### src/rtl/sap_1_controller_sequencer_pkg.sv
// Shared SAP-1 control-unit definitions: opcode defaults, one-hot T-states, control-word layout.
// Pure declarations; no timing or flow control.
package sap_1_controller_sequencer_pkg;

    localparam logic [3:0] OPC_LDA = 4'h0;
    localparam logic [3:0] OPC_ADD = 4'h1;
    localparam logic [3:0] OPC_SUB = 4'h2;
    localparam logic [3:0] OPC_OUT = 4'hE;
    localparam logic [3:0] OPC_HLT = 4'hF;

    typedef logic [5:0] tstate_t;

    localparam tstate_t T1 = 6'b000001;
    localparam tstate_t T2 = 6'b000010;
    localparam tstate_t T3 = 6'b000100;
    localparam tstate_t T4 = 6'b001000;
    localparam tstate_t T5 = 6'b010000;
    localparam tstate_t T6 = 6'b100000;

    // Control word packed as {cp,ep,lm,ce,li,ei,la,ea,su,eu,lb,lo}
    localparam int CW_CP = 11;
    localparam int CW_EP = 10;
    localparam int CW_LM = 9;
    localparam int CW_CE = 8;
    localparam int CW_LI = 7;
    localparam int CW_EI = 6;
    localparam int CW_LA = 5;
    localparam int CW_EA = 4;
    localparam int CW_SU = 3;
    localparam int CW_EU = 2;
    localparam int CW_LB = 1;
    localparam int CW_LO = 0;

    typedef logic [11:0] cw_t;

    typedef enum logic [2:0] {
        OPK_LDA,
        OPK_ADD,
        OPK_SUB,
        OPK_OUT,
        OPK_HLT,
        OPK_ILL
    } opk_t;

endpackage

### src/rtl/sap_1_controller_sequencer_if.sv
// Sequencer-to-datapath bundle: run/step/opcode in, T-state, control word and status out.
// master = environment side driving run/step/opcode; slave = the sequencer.
interface sap_1_controller_sequencer_if #(
    parameter int OPCODE_WIDTH = 4
);
    logic                    run;
    logic                    step;
    logic [OPCODE_WIDTH-1:0] opcode;
    logic [5:0]              t_state;
    logic cp, ep, lm, ce, li, ei, la, ea, su, eu, lb, lo;
    logic                    halted;
    logic                    illegal_op;

    modport master (
        output run, step, opcode,
        input  t_state, cp, ep, lm, ce, li, ei, la, ea, su, eu, lb, lo, halted, illegal_op
    );

    modport slave (
        input  run, step, opcode,
        output t_state, cp, ep, lm, ce, li, ei, la, ea, su, eu, lb, lo, halted, illegal_op
    );
endinterface

### src/rtl/sap_1_controller_sequencer_ring_counter.sv
// One-hot T1..T6 rotator; advances when en, jumps to T1 instead when wrap is also set.
// State changes on the clock edge after en; holds otherwise; clr returns to T1 asynchronously.
module sap_1_ring_counter
    import sap_1_controller_sequencer_pkg::*;
(
    input  logic    clk,
    input  logic    clr,
    input  logic    en,
    input  logic    wrap,
    output tstate_t t_state
);
    tstate_t t_q;
    tstate_t t_d;

    always_ff @(posedge clk or posedge clr) begin
        if (clr) begin
            t_q <= T1;
        end else begin
            t_q <= t_d;
        end
    end

    always_comb begin
        t_d = t_q;
        if (en) begin
            t_d = wrap ? T1 : {t_q[4:0], t_q[5]};
        end
    end

    assign t_state = t_q;

endmodule

### src/rtl/sap_1_controller_sequencer.sv
// SAP-1 control unit: T-state sequencing, opcode decode, halt latch and illegal-opcode flag.
// Control word is combinational from T-state/opcode; run=0 gates it to the step cycle only.
module sap_1_controller_sequencer
    import sap_1_controller_sequencer_pkg::*;
#(
    parameter int                      OPCODE_WIDTH   = 4,
    parameter logic [OPCODE_WIDTH-1:0] OP_LDA         = OPCODE_WIDTH'(OPC_LDA),
    parameter logic [OPCODE_WIDTH-1:0] OP_ADD         = OPCODE_WIDTH'(OPC_ADD),
    parameter logic [OPCODE_WIDTH-1:0] OP_SUB         = OPCODE_WIDTH'(OPC_SUB),
    parameter logic [OPCODE_WIDTH-1:0] OP_OUT         = OPCODE_WIDTH'(OPC_OUT),
    parameter logic [OPCODE_WIDTH-1:0] OP_HLT         = OPCODE_WIDTH'(OPC_HLT),
    parameter bit                      VARIABLE_CYCLE = 1'b0
) (
    input logic                          clk,
    input logic                          clr,
    sap_1_controller_sequencer_if.slave  bus
);
    tstate_t t_state;
    opk_t    opk;
    cw_t     cw_raw;
    cw_t     cw;
    logic    adv;
    logic    hlt_now;
    logic    ring_en;
    logic    early_wrap;
    logic    halted_q;
    logic    halted_d;

    always_comb begin
        opk = OPK_ILL;
        if      (bus.opcode == OP_LDA) opk = OPK_LDA;
        else if (bus.opcode == OP_ADD) opk = OPK_ADD;
        else if (bus.opcode == OP_SUB) opk = OPK_SUB;
        else if (bus.opcode == OP_OUT) opk = OPK_OUT;
        else if (bus.opcode == OP_HLT) opk = OPK_HLT;
    end

    assign adv     = !halted_q && (bus.run || bus.step);
    // HLT freezes the ring at T4: the halting advance latches halted instead of rotating
    assign hlt_now = adv && t_state[3] && (opk == OPK_HLT);
    assign ring_en = adv && !hlt_now;
    assign early_wrap = VARIABLE_CYCLE &&
                        ((t_state[3] && (opk == OPK_OUT)) || (t_state[4] && (opk == OPK_LDA)));

    sap_1_ring_counter u_ring (
        .clk     (clk),
        .clr     (clr),
        .en      (ring_en),
        .wrap    (early_wrap),
        .t_state (t_state)
    );

    always_ff @(posedge clk or posedge clr) begin
        if (clr) begin
            halted_q <= 1'b0;
        end else begin
            halted_q <= halted_d;
        end
    end

    always_comb begin
        halted_d = halted_q | hlt_now;
    end

    always_comb begin
        cw_raw = '0;
        case (t_state)
            T1: begin
                cw_raw[CW_EP] = 1'b1;
                cw_raw[CW_LM] = 1'b1;
            end
            T2: cw_raw[CW_CP] = 1'b1;
            T3: begin
                cw_raw[CW_CE] = 1'b1;
                cw_raw[CW_LI] = 1'b1;
            end
            T4: begin
                if (opk == OPK_LDA || opk == OPK_ADD || opk == OPK_SUB) begin
                    cw_raw[CW_EI] = 1'b1;
                    cw_raw[CW_LM] = 1'b1;
                end else if (opk == OPK_OUT) begin
                    cw_raw[CW_EA] = 1'b1;
                    cw_raw[CW_LO] = 1'b1;
                end
            end
            T5: begin
                if (opk == OPK_LDA) begin
                    cw_raw[CW_CE] = 1'b1;
                    cw_raw[CW_LA] = 1'b1;
                end else if (opk == OPK_ADD || opk == OPK_SUB) begin
                    cw_raw[CW_CE] = 1'b1;
                    cw_raw[CW_LB] = 1'b1;
                end
            end
            T6: begin
                if (opk == OPK_ADD || opk == OPK_SUB) begin
                    cw_raw[CW_LA] = 1'b1;
                    cw_raw[CW_EU] = 1'b1;
                    cw_raw[CW_SU] = (opk == OPK_SUB);
                end
            end
            default: cw_raw = '0;
        endcase
    end

    // Enables only in cycles that actually advance, so step-mode loads fire once per pulse
    assign cw = (adv && !clr) ? cw_raw : '0;

    assign bus.t_state    = t_state;
    assign bus.halted     = halted_q;
    assign bus.illegal_op = adv && !clr && t_state[3] && (opk == OPK_ILL);

    assign bus.cp = cw[CW_CP];
    assign bus.ep = cw[CW_EP];
    assign bus.lm = cw[CW_LM];
    assign bus.ce = cw[CW_CE];
    assign bus.li = cw[CW_LI];
    assign bus.ei = cw[CW_EI];
    assign bus.la = cw[CW_LA];
    assign bus.ea = cw[CW_EA];
    assign bus.su = cw[CW_SU];
    assign bus.eu = cw[CW_EU];
    assign bus.lb = cw[CW_LB];
    assign bus.lo = cw[CW_LO];

endmodule
### src/flat_wrapper.sv
// flat-port wrapper written by rule: the top's interface ports become plain ports
module sap_1_controller_sequencer_flat import sap_1_controller_sequencer_pkg::*;
#(
    parameter int                      OPCODE_WIDTH   = 4,
    parameter logic [OPCODE_WIDTH-1:0] OP_LDA         = OPCODE_WIDTH'(OPC_LDA),
    parameter logic [OPCODE_WIDTH-1:0] OP_ADD         = OPCODE_WIDTH'(OPC_ADD),
    parameter logic [OPCODE_WIDTH-1:0] OP_SUB         = OPCODE_WIDTH'(OPC_SUB),
    parameter logic [OPCODE_WIDTH-1:0] OP_OUT         = OPCODE_WIDTH'(OPC_OUT),
    parameter logic [OPCODE_WIDTH-1:0] OP_HLT         = OPCODE_WIDTH'(OPC_HLT),
    parameter bit                      VARIABLE_CYCLE = 1'b0
)
  (clk, clr, bus_run, bus_step, bus_opcode, bus_t_state, bus_cp, bus_ep, bus_lm, bus_ce, bus_li, bus_ei, bus_la, bus_ea, bus_su, bus_eu, bus_lb, bus_lo, bus_halted, bus_illegal_op);
  sap_1_controller_sequencer_if #(.OPCODE_WIDTH(OPCODE_WIDTH)) bus_i ();
  input logic clk;
  input logic clr;
  input wire logic [$bits(bus_i.run)-1:0] bus_run;
  input wire logic [$bits(bus_i.step)-1:0] bus_step;
  input wire logic [$bits(bus_i.opcode)-1:0] bus_opcode;
  output wire logic [$bits(bus_i.t_state)-1:0] bus_t_state;
  output wire logic [$bits(bus_i.cp)-1:0] bus_cp;
  output wire logic [$bits(bus_i.ep)-1:0] bus_ep;
  output wire logic [$bits(bus_i.lm)-1:0] bus_lm;
  output wire logic [$bits(bus_i.ce)-1:0] bus_ce;
  output wire logic [$bits(bus_i.li)-1:0] bus_li;
  output wire logic [$bits(bus_i.ei)-1:0] bus_ei;
  output wire logic [$bits(bus_i.la)-1:0] bus_la;
  output wire logic [$bits(bus_i.ea)-1:0] bus_ea;
  output wire logic [$bits(bus_i.su)-1:0] bus_su;
  output wire logic [$bits(bus_i.eu)-1:0] bus_eu;
  output wire logic [$bits(bus_i.lb)-1:0] bus_lb;
  output wire logic [$bits(bus_i.lo)-1:0] bus_lo;
  output wire logic [$bits(bus_i.halted)-1:0] bus_halted;
  output wire logic [$bits(bus_i.illegal_op)-1:0] bus_illegal_op;
  assign bus_i.run = bus_run;
  assign bus_i.step = bus_step;
  assign bus_i.opcode = bus_opcode;
  assign bus_t_state = bus_i.t_state;
  assign bus_cp = bus_i.cp;
  assign bus_ep = bus_i.ep;
  assign bus_lm = bus_i.lm;
  assign bus_ce = bus_i.ce;
  assign bus_li = bus_i.li;
  assign bus_ei = bus_i.ei;
  assign bus_la = bus_i.la;
  assign bus_ea = bus_i.ea;
  assign bus_su = bus_i.su;
  assign bus_eu = bus_i.eu;
  assign bus_lb = bus_i.lb;
  assign bus_lo = bus_i.lo;
  assign bus_halted = bus_i.halted;
  assign bus_illegal_op = bus_i.illegal_op;
  sap_1_controller_sequencer #(.OPCODE_WIDTH(OPCODE_WIDTH), .OP_LDA(OP_LDA), .OP_ADD(OP_ADD), .OP_SUB(OP_SUB), .OP_OUT(OP_OUT), .OP_HLT(OP_HLT), .VARIABLE_CYCLE(VARIABLE_CYCLE)) u_core (.clk(clk), .clr(clr), .bus(bus_i));
endmodule
### config.mk
export PLATFORM = sky130hd
export DESIGN_NAME = sap_1_controller_sequencer_flat
export DESIGN_NICKNAME = d
export VERILOG_FILES = /design/src/rtl/sap_1_controller_sequencer_pkg.sv /design/src/rtl/sap_1_controller_sequencer_if.sv /design/src/rtl/sap_1_controller_sequencer_ring_counter.sv /design/src/rtl/sap_1_controller_sequencer.sv /design/src/flat_wrapper.sv
export SDC_FILE = /design/constraint.sdc
export NUM_CORES = 1
export LEC_CHECK = 0
export ABC_AREA = 0
export CAP_MARGIN = 15
export CORE_MARGIN = 2
export CORE_UTILIZATION = 45
export CTS_CLUSTER_DIAMETER = 60
export CTS_CLUSTER_SIZE = 14
export DETAILED_ROUTE_END_ITERATION = 10
export DONT_BUFFER_PORTS = 1
export PLACE_DENSITY_LB_ADDON = 0.25
export SLEW_MARGIN = 20
export SYNTH_ARGS = -nofsm -noshare
export SYNTH_HDL_FRONTEND = slang
export SYNTH_HIERARCHICAL = 1
export SYNTH_SLANG_ARGS = --single-unit
### constraint.sdc
create_clock -name clk -period 2 [get_ports clk]
set_input_delay 0.5 -clock clk [delete_from_list [all_inputs] [get_ports clk]]
set_output_delay 0.5 -clock clk [all_outputs]
set_load 0.1 [all_outputs]
==> results of run 1 <==
-- stage by stage --
| step | worst slack [ns] | TNS [ns] | cells |
|---|---|---|---|
| after global placement | 0.0290 | 0 | 124 |
| after floorplan | -0.993 | -8.48 | 82 |
| after detailed placement | -0.0617 | -0.0867 | 124 |
-- cell usage after synthesis, types with 2 or more instances --
| cell | count |
|---|---|
| sky130_fd_sc_hd__nand3_1 | 2 |
| sky130_fd_sc_hd__nor2b_1 | 2 |
| sky130_fd_sc_hd__buf_2 | 2 |
| sky130_fd_sc_hd__inv_1 | 8 |
| sky130_fd_sc_hd__nand3b_1 | 2 |
| sky130_fd_sc_hd__nand2_1 | 9 |
| sky130_fd_sc_hd__dfrtp_1 | 6 |
| sky130_fd_sc_hd__o22ai_1 | 3 |
| sky130_fd_sc_hd__nand2b_1 | 2 |
| sky130_fd_sc_hd__a21oi_1 | 3 |
| sky130_fd_sc_hd__nor3_1 | 6 |
| sky130_fd_sc_hd__nor4_1 | 3 |
| sky130_fd_sc_hd__nor2_1 | 7 |
-- cells by family after synthesis --
group | after synthesis
simple gates | 43
compound gates | 13
buf+inv | 12
flops | 7
xor+xnor | 1
other cells | 1
==> flow_summary.toml, run 1 <==
[logic_synthesis]
synth_compound_gate_area_share_pct = 17.3
async_reset_ff_share_pct = 100
simple_gate_share_of_the_synthesized_area_pct = 42.5
synthMuxAreaShare_pct = 0
netlist_top_cells_area = "sky130_fd_sc_hd__dfrtp_1, sky130_fd_sc_hd__nand2_1, sky130_fd_sc_hd__nor3_1"
post_synth_fa_ha_maj_area_fraction_pct = 0
synth_top_family_by_area = "simple AND/OR/NAND/NOR gates"
postSynthAreaPerCell_um2 = 7.99
yosys_register_bits = 7
syn-instance-count = 77
synth_ff_type = "sky130_fd_sc_hd__dfrtp_1"
yosysUniqueCellTypes = 35
post_synth_xor_area_fraction_pct = 1.42
synth-warning-count = 6
synth.yosys.seq_area_share_pct = 28.7
area_share_of_the_leading_cell_type_in_the_synthesized_netlist_pct = 24.4
synth.cell_area_um2 = 616
synth_edf_count = 0
synth_top_cell_by_area = "sky130_fd_sc_hd__dfrtp_1"

[clock_network]
post_cts_hold_buffer_count = 1
numClockSinks = 7
ctsLongestPathBuffers = 2
cts-buffers-inserted = 3
post_cts_resized = 16
cts_root_buf = "sky130_fd_sc_hd__clkbuf_4"
htree_num_levels = 1
post-cts-setup-buffer-count = 8

[run_status]
last-stage-reached = "4_1_cts"
status = "did not finish"
stop_error = "[ERROR DPL-0038] Utilization greater than 100%, impossible to legalize"

[die]
placementRows = 13
die_height_um = 41.0
num_io_pins = 28
die-width_um = 41.0
floorplan.initialDensity_pct = 47.9

[placed_design]
placement.cell_area_mm2 = 0.00120
place.gp.congestion = 0.709
portBuffers = 0
place_hpwl_mm = 1.94
==> inputs of run 2 (changes only) <==
--- a/config.mk
+++ b/config.mk
@@ -7,13 +7,11 @@
 export LEC_CHECK = 0
 export ABC_AREA = 0
 export CAP_MARGIN = 15
-export CORE_MARGIN = 2
-export CORE_UTILIZATION = 45
-export CTS_CLUSTER_DIAMETER = 60
-export CTS_CLUSTER_SIZE = 14
+export CORE_AREA = 2 2 63 65
 export DETAILED_ROUTE_END_ITERATION = 10
+export DIE_AREA = 0 0 65 67
 export DONT_BUFFER_PORTS = 1
-export PLACE_DENSITY_LB_ADDON = 0.25
+export PLACE_DENSITY_LB_ADDON = 0.15
 export SLEW_MARGIN = 20
 export SYNTH_ARGS = -nofsm -noshare
 export SYNTH_HDL_FRONTEND = slang
==> run 2 against run 1 <==
  * The flow now finishes, with violations (setup timing)
  * Synthesized cell count did not move
  * Synthesized area did not move
==> flow_summary.toml, run 2 <==
[logic_synthesis]
synth_most_common_cell = "sky130_fd_sc_hd__nand2_1"
synth_edf_count = 0
netlist_top_cells_area = "sky130_fd_sc_hd__dfrtp_1, sky130_fd_sc_hd__nand2_1, sky130_fd_sc_hd__nor3_1"
synth.cell_area_um2 = 616
synth_top_cell_by_area = "sky130_fd_sc_hd__dfrtp_1"
synthTopCellsByCount = "sky130_fd_sc_hd__nand2_1, sky130_fd_sc_hd__inv_1, sky130_fd_sc_hd__nor2_1"
yosys_register_bits = 7
synth_ff_type = "sky130_fd_sc_hd__dfrtp_1"
synth-warning-count = 6
area_share_of_the_leading_cell_type_in_the_synthesized_netlist_pct = 24.4
syn-instance-count = 77
async_reset_ff_share_pct = 100
postSynthAreaPerCell_um2 = 7.99
synth.yosys.seq_area_share_pct = 28.7
yosysUniqueCellTypes = 35

[global_routing]
grt_pass1_wl_mm = 3.53
grt_overflow_total = 0
global_route.usage.total_pct = 10.8
grt_start_max_net_pins = 13
grt_antenna_before_repair = 0
vias_in_the_first_global_route = 745

[final_layout]
most-common-layout-cells = "sky130_fd_sc_hd__buf_4, sky130_fd_sc_hd__buf_12, sky130_fd_sc_hd__inv_1, sky130_fd_sc_hd__nor3_4"
largest_reg_flops = 6
drive_above_1_share_pct = 60.7
area_taken_by_multi_input_logic_gates_um2 = 598
fillers = 361
antenna-diode-count = 0
final_net_count = 131
area.growth.synth_to_final_pct = 131
final_common_cell = "sky130_fd_sc_hd__buf_4"
seq_area_um2 = 190

[die]
num_io_pins = 28
floorplan.initialDensity_pct = 17.1
placementRows = 22
core_region_area_mm2 = 0.00361
die-width_um = 65
design.die.area_mm2 = 0.00436
die_height_um = 67

[routing]
route.detailed.vias_per_inst = 4.34
route.detailed.drc = 0
dr.pass1.iters = 4
dr_total_vias = 737
drt-wirelength-per-cell_um = 12.4
finalWirelength_mm = 2.11
route.antenna.remaining_nets = 0
drt_iter0_drc = 16

[clock_network]
tritoncts_clock_tree = "yes"
clk_pin_slew_worst_paths_ns = 0.04
cts_root_buf = "sky130_fd_sc_hd__clkbuf_8"
clk_latency_ns = 0.23
ctsLongestPathBuffers = 2
numClockSinks = 7
htree_num_levels = 1
cts-buffers-inserted = 3

[sta]
final_hold_viol_count = 0
maxClockFrequency_mhz = 459
finalCritPeriodShare_pct = 109
skew_ns = 0.000292
finalSetupViolCount = 12
timing_max_transition_violations_final = 0
finalWorstSetupSlack_ns = -0.179
fin_crit_period_ns = 2.18
setup_repair_after_global_routing_missed_its_margin = "yes"
timing.setup.tns_ns = -1.42

[setup_path]
cp_num_buf_inv = 2
crit_top_cell = "sky130_fd_sc_hd__buf_12"
critPathMaxStageDelay_ns = 0.48
timing.critical_path.arrival_ns = 1.68
critical_path.startpoint_type = "flip-flop"
critPathTopFamily = "simple AND/OR/NAND/NOR gates"
critPathKind = "flip-flop to output port"
critPathSlowestCell = "sky130_fd_sc_hd__dfrtp_4"
cp_max_fanout = 5
crit_chain = "nor2_4 > nand3b_4 > buf_12 > nor4b_4 > buf_12"
end_kind = "output port"
cp.required_ns = 1.50

[job]
max_cap_viol_count = 0

[pwr]
cellPowerDensity_mw_per_mm2 = 875
static-leakage-power_nw = 0.582
vdd_drop_max_v = 0.000580

[placed_design]
place.gp.congestion = 0.710
placement.setup.worst_slack_ns = -0.0532
portBuffers = 0
place_hpwl_mm = 1.73

[min_path]
hp-class = "primary input to asynchronous set/reset pin"

[run_status]
failing_checks = "setup timing"
status = "complete, but fails checks"
[run 2: cell counts after synthesis]
Identical to the previous run, type by type.
[run 2: cells by family (layout without fill, tap and decap cells)]
group / Yosys count / in the layout / share of synthesized area, %
AO/OA/AOI/OAI: 13 / 13 / 17.3
XOR/XNOR: 1 / 1 / 1.42
buffers and inverters: 12 / 52 / 9.55
flip-flops: 7 / 7 / 28.7
other: 1 / 6 / 0.609
AND/OR/NAND/NOR: 43 / 43 / 42.5
[run 2: report_power, final]
group          internal [mW]  switching [mW]
Clock                  0.138          0.0592
Combinational          0.280           0.540
Sequential             0.183          0.0424
Total                  0.601           0.642
[run 2: cell type report]
| cell class | count | area share (%) |
|---|---|---|
| multi-input combinational | 63 | 42.1 |
| inverter | 8 | 2.11 |
| clock buffer | 4 | 3.17 |
| tap | 48 | 4.23 |
| timing repair buffer | 40 | 35.0 |
| sequential | 7 | 13.4 |
[run 2: stage by stage]
stage / cell area (um2) / power, mW / std cells / util (%) / hold slack [ns]
2_1_floorplan: 790 / 0.760 / 82 / - / 0.229
3_3_place_gp: 1290 / 0.987 / 161 / 35.7 / 0.230
3_5_place_dp: 1290 / 0.996 / 161 / 35.7 / 0.233
4_1_cts: 1410 / 1.26 / 171 / 39.2 / 0.0804
5_1_grt: 1420 / 1.31 / 170 / 39.4 / 0.0844
6_report: 1420 / 1.24 / 170 / 39.4 / 0.0741
[run 2: per-layer routing]
metal	GRT usage (%)	part of all wire [%]	wire [um]	vias to the layer above
met5	0	0	0	-
met4	6.38	2.2	46	0
met3	1.35	4.2	88	5
met2	20.2	53	1130	20
met1	11.4	40	847	359
li1	-	-	-	353
[run 2: worst register-to-register path, cell delays in order (launching register included)]
cell and delay [ns]:
sky130_fd_sc_hd__dfrtp_2 0.45, sky130_fd_sc_hd__buf_4 0.17, sky130_fd_sc_hd__and3_2 0.22, sky130_fd_sc_hd__a311oi_1 0.30, sky130_fd_sc_hd__buf_4 0.23, sky130_fd_sc_hd__nand2_1 0.06, sky130_fd_sc_hd__o22ai_1 0.13
[run 2: worst paths after layout]
path,startpoint,endpoint,slack [ns],depth (start not counted)
max,u_core/bus.halted,bus_lm,-0.18,5
min,clr,u_core/u_ring/t_state[4],0.07,1
max in group asynchronous,clr,u_core/bus.halted,1.35,2
min reg2reg,u_core/u_ring/t_state[5],u_core/u_ring/t_state[0],0.62,2
max reg2reg,u_core/u_ring/t_state[3],u_core/u_ring/t_state[4],0.34,6
min in group clk,bus_opcode[1],u_core/bus.halted,0.44,1
[run 2: what timing repair did]
item,in CTS,in global routing
setup endpoints to repair,13,13
gates resized for setup,9,4
endpoints found under the hold margin,1,0
pin swaps,5,1
buffers inserted,5,0
hold buffers,1,0
Note: power is estimated with default switching activity, not from simulation.
==> inputs of run 3 (changes only) <==
--- a/config.mk
+++ b/config.mk
@@ -11,9 +11,11 @@
 export DETAILED_ROUTE_END_ITERATION = 10
 export DIE_AREA = 0 0 65 67
 export DONT_BUFFER_PORTS = 1
+export GPL_TIMING_DRIVEN = 1
 export PLACE_DENSITY_LB_ADDON = 0.15
 export SLEW_MARGIN = 20
 export SYNTH_ARGS = -nofsm -noshare
 export SYNTH_HDL_FRONTEND = slang
 export SYNTH_HIERARCHICAL = 1
 export SYNTH_SLANG_ARGS = --single-unit
+export TNS_END_PERCENT = 10
==> run 3 against run 2 <==
  * The run still ends with setup timing left
  * Clock-buffer cell count stayed put
  * Register-to-register slack improved by 0.14 ns
  * Worst setup slack improved by 0.027 ns
  * Final cell count decreased by 2.9%
  * Critical path depth did not move
  * Largest cell class unchanged
  * Largest power group unchanged
  * Final area down 5.9%
  * Core utilization decreased by 2.3 points
  * Sequential power down 5%
  * First-iteration DRC count is 25% higher
  * Die area unchanged
  * Clock power barely moved
==> flow_summary.toml, run 3 (synthesis results as in run 2) <==
[die]
num_io_pins = 28
design.die.area_mm2 = 0.00436
core_region_area_mm2 = 0.00361
placementRows = 22
die_height_um = 67
floorplan.initialDensity_pct = 17.1
die-width_um = 65

[setup_path]
critPathMaxStageDelay_ns = 0.48
critPathSlowestCell = "sky130_fd_sc_hd__dfrtp_4"
ff2ff_path_depth = 5
critical_path.startpoint_type = "flip-flop"
timing.critical_path.arrival_ns = 1.65
crit_chain = "nor2_4 > nand3b_4 > buf_12 > nor4bb_4 > buf_12"
cp.required_ns = 1.50
end_kind = "output port"
crit_top_cell = "sky130_fd_sc_hd__buf_12"
critPathKind = "flip-flop to output port"
cp_max_fanout = 7

[job]
max_cap_viol_count = 0

[pwr]
switching_share_pct = 52.5
static-leakage-power_nw = 0.547
comb_power_share_pct = 65.4
seq_power_share_pct = 18.2
cellPowerDensity_mw_per_mm2 = 884
internal_power_uw = 561
power_switching_uw = 620
vdd_drop_max_v = 0.000551
fin_total_pwr_mw = 1.18
power.clock.fraction_pct = 16.4

[placed_design]
placement.cell_area_mm2 = 0.00127
place_hpwl_mm = 1.59
place.gp.congestion = 0.759
portBuffers = 0
dp_cells = 160

[clock_network]
post-cts-setup-buffer-count = 0
tritoncts_clock_tree = "yes"
cts-buffers-inserted = 3
ctsLongestPathBuffers = 2
clk_latency_ns = 0.22
htree_num_levels = 1
cts_root_buf = "sky130_fd_sc_hd__clkbuf_8"
clk_pin_slew_worst_paths_ns = 0.04
numClockSinks = 7

[global_routing]
grt_overflow_total = 0
vias_in_the_first_global_route = 734
grt_pass1_wl_mm = 3.35
global_route.usage.total_pct = 9.93
grt_start_max_net_pins = 13
grt_antenna_before_repair = 0

[sta]
skew_ns = 0.000266
timing_max_transition_violations_final = 0
timing.setup.tns_ns = -1.08
final_hold_viol_count = 0
finalWorstSetupSlack_ns = -0.152
finalCritPeriodShare_pct = 108
finalSetupViolCount = 12
setup_repair_after_global_routing_missed_its_margin = "yes"
maxClockFrequency_mhz = 465
fin_crit_period_ns = 2.15

[routing]
drt-wirelength-per-cell_um = 11.9
route.antenna.remaining_nets = 0
route.detailed.drc = 0
dr_total_vias = 678
drt_iter0_drc = 20
dr.pass1.iters = 4
finalWirelength_mm = 1.96
route.detailed.vias_per_inst = 4.11

[final_layout]
final_common_cell = "sky130_fd_sc_hd__buf_4"
stdcell_count = 165
area.growth.synth_to_final_pct = 117
antenna-diode-count = 0
largest_reg_flops = 6
drive_above_1_share_pct = 54.7
post-route-util_pct = 37.1
most-common-layout-cells = "sky130_fd_sc_hd__buf_4, sky130_fd_sc_hd__buf_12, sky130_fd_sc_hd__nand2_1, sky130_fd_sc_hd__inv_1, sky130_fd_sc_hd__nor3_4"
layout.cell_area.non_filler_mm2 = 0.00134
final_net_count = 126

[run_status]
status = "complete, but fails checks"
failing_checks = "setup timing"

[min_path]
hp-class = "primary input to asynchronous set/reset pin"
[run 3: final cells by class]
class / instances / area, um2
clock buffers: 4 / 45.0
fillers: 360 / 2270
inverters: 8 / 30.0
multi-input cells: 63 / 567
flip-flops and latches: 7 / 186
well taps: 48 / 60.1
repair buffers: 35 / 448
[run 3: layer usage]
layer	wire (um)	global-route usage [%]
met1	861	11.6
met4	14	4.79
met5	0	0
met3	141	2.03
met2	946	17.3
[run 3: worst max-delay path, delay by kind of cell, from the launching register on]
| kind | cells | cell delay, ns |
|---|---|---|
| flops | 1 | 0.48 |
| buf+inv | 2 | 0.38 |
| simple gates | 3 | 0.56 |
[run 3: worst paths after layout]
| check | from | to | slack [ns] |
|---|---|---|---|
| max in group asynchronous | clr | u_core/bus.halted | 1.34 |
| min | clr | u_core/u_ring/t_state[3] | 0.08 |
| max reg2reg | u_core/u_ring/t_state[3] | u_core/u_ring/t_state[1] | 0.48 |
| min reg2reg | u_core/u_ring/t_state[5] | u_core/u_ring/t_state[5] | 0.61 |
| max | u_core/bus.halted | bus_cp | -0.15 |
| min in group clk | bus_opcode[1] | u_core/bus.halted | 0.45 |
[run 3: timing repair]
action,4_1_cts,5_1_grt
endpoints found under the hold margin,1,0
endpoints found under the setup margin,13,13
pin swaps,3,0
hold buffers,1,0
resized for setup,3,0
[run 3: metrics by stage]
step                      hold slack, ns  setup slack [ns]
after CTS                         0.0866            -0.171
after floorplan                    0.229            -0.994
after global placement             0.230           -0.0195
final                             0.0846            -0.152
after global routing              0.0940            -0.240
after detailed placement           0.232           -0.0352
[run 3: power by group through the flow]
stage                     Sequential [mW]  Combinational (mW)  Clock [mW]
after global placement              0.212               0.766           0
after detailed placement            0.214               0.768           0
after floorplan                     0.452               0.298           0
after CTS                           0.215               0.779       0.200
after global routing                0.220               0.811       0.214
final                               0.214               0.773       0.194
==> inputs of run 4 (changes only) <==
--- a/config.mk
+++ b/config.mk
@@ -16,6 +16,5 @@
 export SLEW_MARGIN = 20
 export SYNTH_ARGS = -nofsm -noshare
 export SYNTH_HDL_FRONTEND = slang
-export SYNTH_HIERARCHICAL = 1
 export SYNTH_SLANG_ARGS = --single-unit
 export TNS_END_PERCENT = 10
==> run 4 against run 3 <==
  * The run still ends with setup timing left
  * Total power up 66%
  * Final area down 9.0%
  * Non-clock buffer count down 1
  * Die area unchanged
  * First-iteration DRC count up 95%
  * Register-to-register slack worse by 0.27 ns
  * Combinational power rose by 84%
  * Sequential power up 63%
  * Critical path type unchanged
  * Clock-buffer cell count unchanged
  * Critical endpoint is now bus_lm
  * Clock power about the same
==> flow_summary.toml, run 4 <==
[routing]
drt_iter0_drc = 39
route.detailed.vias_per_inst = 4.21
route.detailed.drc = 0
dr.pass1.iters = 3
route.antenna.remaining_nets = 0
dr_top_layer = "met3"
route.met3.wl_um = 177
drt-wirelength-per-cell_um = 13.1
finalWirelength_mm = 1.90
m1WireLength_um = 761
dr_total_vias = 610
met2WireLength_um = 961

[final_layout]
most-common-layout-cells = "sky130_fd_sc_hd__buf_4, sky130_fd_sc_hd__buf_12, sky130_fd_sc_hd__nand2_1"
largest_reg_flops = 6
drive_above_1_share_pct = 67.0
final_common_cell = "sky130_fd_sc_hd__buf_4"
final_net_count = 106
antenna-diode-count = 0
area.growth.synth_to_final_pct = 118

[clock_network]
ctsLongestPathBuffers = 2
clk_latency_ns = 0.22
post-cts-setup-buffer-count = 0
post_cts_hold_buffer_count = 0
tritoncts_clock_tree = "yes"
cts-buffers-inserted = 3
cts_root_buf = "sky130_fd_sc_hd__clkbuf_8"
numClockSinks = 7
clk_pin_slew_worst_paths_ns = 0.04
htree_num_levels = 1

[pwr]
cellPowerDensity_mw_per_mm2 = 1610
vdd_drop_max_v = 0.000483
static-leakage-power_nw = 0.467
fin_total_pwr_mw = 1.96

[run_status]
status = "complete, but fails checks"
failing_checks = "setup timing"

[sta]
finalSetupViolCount = 13
setup_repair_after_global_routing_missed_its_margin = "yes"
finalCritPeriodShare_pct = 116
skew_ns = 0.00179
maxSlewHeadroom_pct = 66.8
final_hold_viol_count = 0
timing_max_transition_violations_final = 0
worst_slew_pin_slew_ns = 0.495
finalWorstSetupSlack_ns = -0.319
maxClockFrequency_mhz = 431
fin_crit_period_ns = 2.32

[die]
die-width_um = 65
core_region_area_mm2 = 0.00361
num_io_pins = 28
die_height_um = 67
floorplan.initialDensity_pct = 15.4
design.die.area_mm2 = 0.00436
placementRows = 22

[setup_path]
critPathKind = "flip-flop to output port"
timing.critical_path.arrival_ns = 1.82
cp_max_fanout = 8
critical_path.startpoint_type = "flip-flop"
cp.required_ns = 1.50
end_kind = "output port"

[logic_synthesis]
synth_ff_type = "sky130_fd_sc_hd__dfrtp_1"
postSynthAreaPerCell_um2 = 8.70
synth_most_common_cell = "sky130_fd_sc_hd__nand2_1"
netlist_top_cells_area = "sky130_fd_sc_hd__dfrtp_1, sky130_fd_sc_hd__mux2_1, sky130_fd_sc_hd__nor4b_1"
synth.yosys.seq_area_share_pct = 31.7
syn-instance-count = 64
synth-warning-count = 0
synth_top_cell_by_area = "sky130_fd_sc_hd__dfrtp_1"
yosysUniqueCellTypes = 29
synth.cell_area_um2 = 557
yosys_register_bits = 7
synthTopCellsByCount = "sky130_fd_sc_hd__nand2_1, sky130_fd_sc_hd__dfrtp_1, sky130_fd_sc_hd__nor2_1, sky130_fd_sc_hd__nor4b_1"
postSynthNetCount = 72
synth_edf_count = 0
async_reset_ff_share_pct = 100
area_share_of_the_leading_cell_type_in_the_synthesized_netlist_pct = 27.0

[min_path]
hp-class = "primary input to asynchronous set/reset pin"

[placed_design]
place_hpwl_mm = 1.61
portBuffers = 0
placement.setup.worst_slack_ns = -0.373
place.gp.congestion = 0.730

[global_routing]
grt_start_max_net_pins = 9
grt_overflow_total = 0
grt_pass1_wl_mm = 3.19
global_route.usage.total_pct = 9.39
grt_antenna_before_repair = 0
vias_in_the_first_global_route = 629

[job]
max_cap_viol_count = 0
==> run 4: changes by cell type after synthesis, moves of 3 or more <==
cell                       delta
sky130_fd_sc_hd__nor4b_1      +5
sky130_fd_sc_hd__o21bai_1     +3
sky130_fd_sc_hd__o22ai_1      -3
sky130_fd_sc_hd__mux2_1       +4
sky130_fd_sc_hd__inv_1        -6
sky130_fd_sc_hd__nor3_1       -3
==> run 4: critical path, stage by stage (launching register included) <==
cell and delay (ns):
sky130_fd_sc_hd__dfstp_4 0.65, sky130_fd_sc_hd__or2b_4 0.28, sky130_fd_sc_hd__a2111oi_4 0.39, sky130_fd_sc_hd__clkbuf_16 0.27
==> run 4: path summary, 6_finish.rpt <==
path | start | end | slack, ns | depth (start not counted)
min in group clk | bus_opcode[0] | u_core.u_ring.t_state[3] | 0.58 | 3
min reg2reg | u_core.u_ring.t_state[2] | u_core.u_ring.t_state[3] | 0.69 | 3
max reg2reg | u_core.u_ring.t_state[3] | u_core.u_ring.t_state[2] | 0.21 | 4
max | u_core.u_ring.t_state[0] | bus_lm | -0.32 | 3
min | clr | u_core.u_ring.t_state[5] | 0.09 | 1
max in group asynchronous | clr | u_core.u_ring.t_state[0] | 1.65 | 1
==> run 4: timing repair <==
item	CTS	global route
pin swaps	5	0
gates resized for setup	10	3
setup endpoints to repair	13	13
==> run 4: per-layer routing <==
| layer | global-route usage, % | vias to the layer above |
|---|---|---|
| li1 | - | 299 |
| met1 | 10.9 | 294 |
| met2 | 16.0 | 17 |
| met3 | 3.89 | 0 |
| met4 | 2.39 | 0 |
| met5 | 0 | - |
==> run 4: power breakdown <==
part / internal (mW) / switching [mW] / leakage [nW]
Combinational: 0.446 / 0.972 / 0.368
Clock: 0.137 / 0.0548 / 0.0228
Sequential: 0.254 / 0.0950 / 0.0756
==> run 4: logic make-up (layout without fill, tap and decap cells) <==
family | after synthesis | after routing | share of synthesized area (%)
AOI/OAI and AO/OA | 9 | 9 | 13.0
xor gates and xnor gates | 1 | 1 | 1.57
buffers and inverters | 7 | 40 | 8.76
DFF | 7 | 7 | 31.7
muxes | 4 | 4 | 8.09
and+or+nand+nor | 36 | 36 | 36.9
==> run 4: layout make-up <==
class,count,area [um2]
Clock buffer,4,45.0
Fill cell,369,2390
Inverter,2,7.51
Multi-Input combinational cell,50,473
Sequential cell,7,193
Tap cell,48,60.1
Timing Repair Buffer,34,438
==> run 4: stage by stage <==
stage / std cells / utilization [%] / setup TNS, ns / hold WS (ns) / cell area (um2)
2_1_floorplan: 64 / - / -8.74 / 0.302 / 702
3_3_place_gp: 141 / 31.1 / -1.11 / 0.336 / 1120
3_5_place_dp: 141 / 31.1 / -1.08 / 0.334 / 1120
4_1_cts: 145 / 33.5 / -2.08 / 0.0981 / 1210
5_1_grt: 145 / 33.7 / -3.06 / 0.115 / 1220
6_report: 145 / 33.7 / -1.80 / 0.0920 / 1220
